File: config.mk
export PLATFORM = sky130hd
export DESIGN_NAME = dcache_line_adapter
export DESIGN_NICKNAME = d
export VERILOG_FILES = /design/src/rtl/dcache_line_adapter.sv
export SDC_FILE = /design/constraint.sdc
export NUM_CORES = 1
export LEC_CHECK = 0
export BUFFER_PORTS_ARGS = -buffer_cell sky130_fd_sc_hd__buf_2
export CAP_MARGIN = 15
export CORE_ASPECT_RATIO = 1.1
export CORE_MARGIN = 5
export CORE_UTILIZATION = 47
export DETAILED_ROUTE_END_ITERATION = 6
export GPL_ROUTABILITY_DRIVEN = 0
export PLACE_DENSITY_LB_ADDON = 0.05
export SYNTH_ARGS = -nofsm -noshare
export SYNTH_HDL_FRONTEND = slang
export SYNTH_SLANG_ARGS = --single-unit
File: constraint.sdc
create_clock -name clk -period 5.38 [get_ports clk]
set_input_delay 0 -clock clk [delete_from_list [all_inputs] [get_ports clk]]
set_output_delay 0 -clock clk [all_outputs]
set_load 0.01 [all_outputs]
File: src/rtl/dcache_line_adapter.sv
// dcache_line_adapter
//   Bridges the data cache's 128-bit line request port to a 32-bit word RAM.
//   Each line fill or writeback becomes BEATS sequential word beats. Fill
//   beats are assembled into line_rdata, and completion is signalled with a
//   one-cycle line_done pulse. One line is in flight at a time, with at most
//   one word beat outstanding.
//
// Optional build macro: DCACHE_ADAPTER_CWF_EN
//   When defined, a fill starts at the critical word line_addr[3:2] and wraps
//   modulo BEATS. Writebacks always start at word 0.
//
// Ports
//   clk, RESET   clock; synchronous active-high reset
//   line_addr    byte address of the line (offset bits ignored for the base)
//   line_wdata   writeback line; word k = bits [32k+31:32k]
//   line_rw      1 = writeback, 0 = fill
//   line_valid   request valid; held by the cache until line_ready
//   line_ready   adapter idle and able to accept a request
//   line_rdata   assembled fill line
//   line_done    one-cycle completion pulse
//   mem_addr     word byte address of the current beat
//   mem_wdata    write data of the current beat
//   mem_we       current beat is a write
//   mem_valid    beat request valid
//   mem_ready    RAM accepts the beat when mem_valid && mem_ready
//   mem_rdata    RAM read data
//   mem_rvalid   mem_rdata valid (in order, latency >= 1)
module dcache_line_adapter #(
  parameter int unsigned ADDR_W = 32,
  parameter int unsigned WORD_W = 32,
  parameter int unsigned BEATS  = 4
) (
  input  logic                     clk,
  input  logic                     RESET,
  input  logic [ADDR_W-1:0]        line_addr,
  input  logic [WORD_W*BEATS-1:0]  line_wdata,
  input  logic                     line_rw,
  input  logic                     line_valid,
  output logic                     line_ready,
  output logic [WORD_W*BEATS-1:0]  line_rdata,
  output logic                     line_done,
  output logic [ADDR_W-1:0]        mem_addr,
  output logic [WORD_W-1:0]        mem_wdata,
  output logic                     mem_we,
  output logic                     mem_valid,
  input  logic                     mem_ready,
  input  logic [WORD_W-1:0]        mem_rdata,
  input  logic                     mem_rvalid
);

  localparam int unsigned BW         = $clog2(BEATS);
  localparam int unsigned WORD_SH    = $clog2(WORD_W / 8);
  localparam int unsigned LINE_BYTES = WORD_W * BEATS / 8;
  localparam logic [ADDR_W-1:0] LINE_MASK = ~ADDR_W'(LINE_BYTES - 1);
  localparam logic [BW-1:0]     LAST      = BW'(BEATS - 1);

  typedef enum logic [1:0] {
    IDLE,
    ISSUE,
    WAIT_RD,
    DONE
  } state_t;

  state_t                    state_q, state_d;
  logic [ADDR_W-1:0]         base_q, base_d;
  logic [WORD_W*BEATS-1:0]   wdata_q, wdata_d;
  logic [WORD_W*BEATS-1:0]   rdata_q, rdata_d;
  logic                      rw_q, rw_d;
  logic [BW-1:0]             beat_q, beat_d;
  logic [BW-1:0]             cnt_q, cnt_d;

  always_ff @(posedge clk) begin
    if (RESET) begin
      state_q <= IDLE;
      base_q  <= '0;
      wdata_q <= '0;
      rdata_q <= '0;
      rw_q    <= 1'b0;
      beat_q  <= '0;
      cnt_q   <= '0;
    end else begin
      state_q <= state_d;
      base_q  <= base_d;
      wdata_q <= wdata_d;
      rdata_q <= rdata_d;
      rw_q    <= rw_d;
      beat_q  <= beat_d;
      cnt_q   <= cnt_d;
    end
  end

  always_comb begin
    state_d    = state_q;
    base_d     = base_q;
    wdata_d    = wdata_q;
    rdata_d    = rdata_q;
    rw_d       = rw_q;
    beat_d     = beat_q;
    cnt_d      = cnt_q;
    line_ready = 1'b0;
    line_done  = 1'b0;
    mem_valid  = 1'b0;
    mem_we     = 1'b0;
    mem_addr   = '0;
    mem_wdata  = '0;

    unique case (state_q)
      IDLE: begin
        line_ready = 1'b1;
        if (line_valid) begin
          // Full address is kept; the line offset is masked off when forming
          // beat addresses.
          base_d  = line_addr;
          wdata_d = line_wdata;
          rw_d    = line_rw;
          cnt_d   = '0;
          beat_d  = '0;
`ifdef DCACHE_ADAPTER_CWF_EN
          if (!line_rw) beat_d = line_addr[WORD_SH +: BW];
`endif
          state_d = ISSUE;
        end
      end

      ISSUE: begin
        mem_valid = 1'b1;
        mem_we    = rw_q;
        mem_addr  = (base_q & LINE_MASK) | (ADDR_W'(beat_q) << WORD_SH);
        mem_wdata = wdata_q[beat_q*WORD_W +: WORD_W];
        if (mem_ready) begin
          if (!rw_q) begin
            state_d = WAIT_RD;
          end else if (cnt_q == LAST) begin
            state_d = DONE;
          end else begin
            beat_d = beat_q + 1'b1;
            cnt_d  = cnt_q + 1'b1;
          end
        end
      end

      WAIT_RD: begin
        if (mem_rvalid) begin
          rdata_d[beat_q*WORD_W +: WORD_W] = mem_rdata;
          if (cnt_q == LAST) begin
            state_d = DONE;
          end else begin
            beat_d  = beat_q + 1'b1;
            cnt_d   = cnt_q + 1'b1;
            state_d = ISSUE;
          end
        end
      end

      DONE: begin
        line_done = 1'b1;
        state_d   = IDLE;
      end

      default: state_d = IDLE;
    endcase
  end

  assign line_rdata = rdata_q;

endmodule
==> results.cfg <==
[finish]
drive_gt1_share_pct = 27.5
final_area_sq_um = 16200
utilization_pct = 68.9
area_delta_synth_final_pct = 44.7
nNetsFinal = 1990

[clocking]
cts_tree = yes
cts_buffers = 31
clockRootBuffer = clkbuf_16
cts_setup_buffers = 0
clk_path_buf_depth = 3
worst_skew_pair.late_latency_ns = 0.54
cts_sinks = 291
clk_pin_slew_worst_paths_ns = 0.06
htreeDepth = 1

[floorplanning]
die_y_um = 172
start_util_pct = 47.6
dieWidth_um = 157
dieArea_sq_um = 27000
fp-row-count = 59
boundaryPins = 394
coreArea_sq_um = 23500

[timing]
finalSetupTns_ns = 0
finClkSkew_ns = 0.00760
finalCriticalPeriod_ns = 2.65
finalHoldViolCount = 0
slew_headroom_pct = 25.1
fmax_mhz = 377
setup_viol = 0
period_share_pct = 49.3
slew_viol_final = 0
setup_ws_ns = 2.73
rsz0062_at_grt = no
worst_slew_pin_slew_ns = 1.12
holdWs_ns = 0.0389

[drt]
viasPerCell = 5.20
drt_iter0_markers = 671
vias = 11000
ant_nets = 0
routed_wl_mm = 36.2
routedWlPerCell_um = 17.2
first_pass_iters = 5
drc = 0

[critical_path]
arrival_ns = 3.10
start_kind = register
cp_slowest_cell = buf_4
worstSetupEndpointType = register
path_class = register to register
cpLargestDelayFamily = buffers and inverters
worst-endpoint-required_ns = 5.82
max_stage_delay_ns = 0.73
crit_path_cell_trace = inv_1 > ha_1 > nand2_4 > buf_4 > nand2_1 > a21oi_1
path_buf_inv = 2
critPathMaxFanout = 87

[synthesis]
synthArstFlopShare_pct = 0
synth_edf_count = 0
postSynthCellCount = 1260
ys_seq_area_share_pct = 52.0
synthTopCellsByArea = dfxtp_1 52%, nand2_1 11%, a21oi_1 7.2%, a22oi_1 6.8%, mux4_2 6.4%
ys_types = 34
synth_top_area_share_pct = 52.0
synth_warnings = 0
synth_flop_cell = dfxtp_1
synth_common_cells = 320 x nand2_1, 291 x dfxtp_1, 162 x a21oi_1
syn-cell-area_sq_um = 11200
synth.most_common_cell = nand2_1
synth-seq-cells = 291
avgSynthCellArea_sq_um = 8.90
yosys.area.top_type = dfxtp_1

[place]
preCtsSetupSlack_ns = 2.69
place_hpwl_mm = 22.1
placed_cell_area_sq_um = 13300
io_buffer_count = 387

[run]
maxCapViolCount = 0

[global_route]
grt_pass1_vias = 11100
grt-ovfl-total = 0
grt_max_degree = 167
grt_util_all_layers_pct = 25.4
antenna_found_initial = 4
grt_pass1_wl_mm = 56.5

[status]
status = complete, no violations

[pwr]
power_density_nw_per_um2 = 385
max-vdd-ir-drop_v = 0.000266
p_leak_nw = 7.10

[hold_path]
hold_path_class = input port to register
==> cell type report <==
type / count / area (sq um)
well taps: 305 / 382
fillers: 1860 / 7320
repair buffers: 593 / 3990
flip-flops and latches: 291 / 5830
diodes: 4 / 10.0
multi-input cells: 858 / 4960
inverters: 6 / 22.5
clock inverters: 11 / 163
clock buffers: 41 / 873
==> flip-flops by register name (all words and copies together), names as in the netlist <==
signal      flops
line_rdata    128
beat_q          2
state_q         2
wdata_q       128
rw_q            1
cnt_q           2
base_q         28
==> per-stage QoR <==
stage               power (mW)  std cells
floorplan                 3.57       1261
global placement          3.98       1862
detailed placement        4.00       1862
CTS                       6.28       2104
global route              6.58       2108
finish                    6.24       2109
==> worst paths after layout <==
kind                                 from                     endpoint  slack [ns]  depth (start not counted)
setup / recovery  state_q[1]$_SDFFE_PP0P_     wdata_q[31]$_SDFFE_PP0P_        2.73                          6
hold / removal                 mem_rvalid  line_rdata[71]$_SDFFE_PP0P_        0.04                          5
setup reg to reg  state_q[1]$_SDFFE_PP0P_     wdata_q[31]$_SDFFE_PP0P_        2.73                          6
hold reg to reg    base_q[7]$_SDFFE_PP0P_       base_q[7]$_SDFFE_PP0P_        0.45                          2
==> logic make-up after synthesis <==
logic type | Yosys count | synth area share [%]
AO/OA/AOI/OAI | 301 | 16.8
other | 1 | 0.0335
multiplexers | 32 | 6.43
adder cells (fa/ha/maj) | 11 | 1.23
buffers and inverters | 112 | 4.15
flip-flops | 291 | 52.0
AND/OR/NAND/NOR | 512 | 19.4
==> cell usage in the layout (no fill, tap or decap), types with 2 or more instances in the layout <==
| master | synthesis | layout |
|---|---|---|
| a21oi_1 | 162 | 162 |
| a22o_1 | 27 | 27 |
| a22oi_1 | 101 | 101 |
| and2_1 | 61 | 60 |
| buf_2 | 9 | 386 |
| buf_4 | 5 | 15 |
| bufinv_16 | 0 | 4 |
| clkbuf_1 | 86 | 4 |
| clkbuf_16 | 0 | 31 |
| clkbuf_8 | 0 | 7 |
| clkinv_2 | 0 | 5 |
| clkinv_4 | 0 | 2 |
| conb_1 | 1 | 2 |
| dfxtp_1 | 291 | 289 |
| dfxtp_2 | 0 | 2 |
| diode_2 | 0 | 4 |
| dlygate4sd3_1 | 0 | 190 |
| ha_1 | 11 | 10 |
| inv_1 | 6 | 6 |
| mux4_2 | 32 | 32 |
| nand2_1 | 320 | 319 |
| nand2b_1 | 3 | 3 |
| nand3_1 | 6 | 6 |
| nand4_1 | 3 | 3 |
| nand4b_1 | 2 | 2 |
| nor2_1 | 106 | 105 |
| nor2b_1 | 5 | 5 |
| nor3b_4 | 1 | 2 |
| o21ai_0 | 5 | 5 |
==> what timing repair did <==
item,in CTS,in global routing
endpoints found under the hold margin,286,0
resized for setup,0,0
hold buffers,190,0
==> worst register-to-register path, cell delays in order, from the launching register on <==
cell and delay, ns:
dfxtp_1 0.41, inv_1 0.13, ha_1 0.26, nand2_4 0.66, buf_4 0.74, nand2_1 0.17, a21oi_1 0.19
==> layer usage <==
metal	routed length (um)	GRT usage (%)
met4	1250	9.05
met5	7	0
met3	2860	6.33
met2	17800	44.2
met1	14200	30.5
==> where the power goes <==
part	internal, mW	total [mW]	switching [mW]
combinational	0.631	1.56	0.929
clock	1.32	2.16	0.839
sequential	2.40	2.52	0.119
Note: power is estimated with default switching activity, not from simulation.
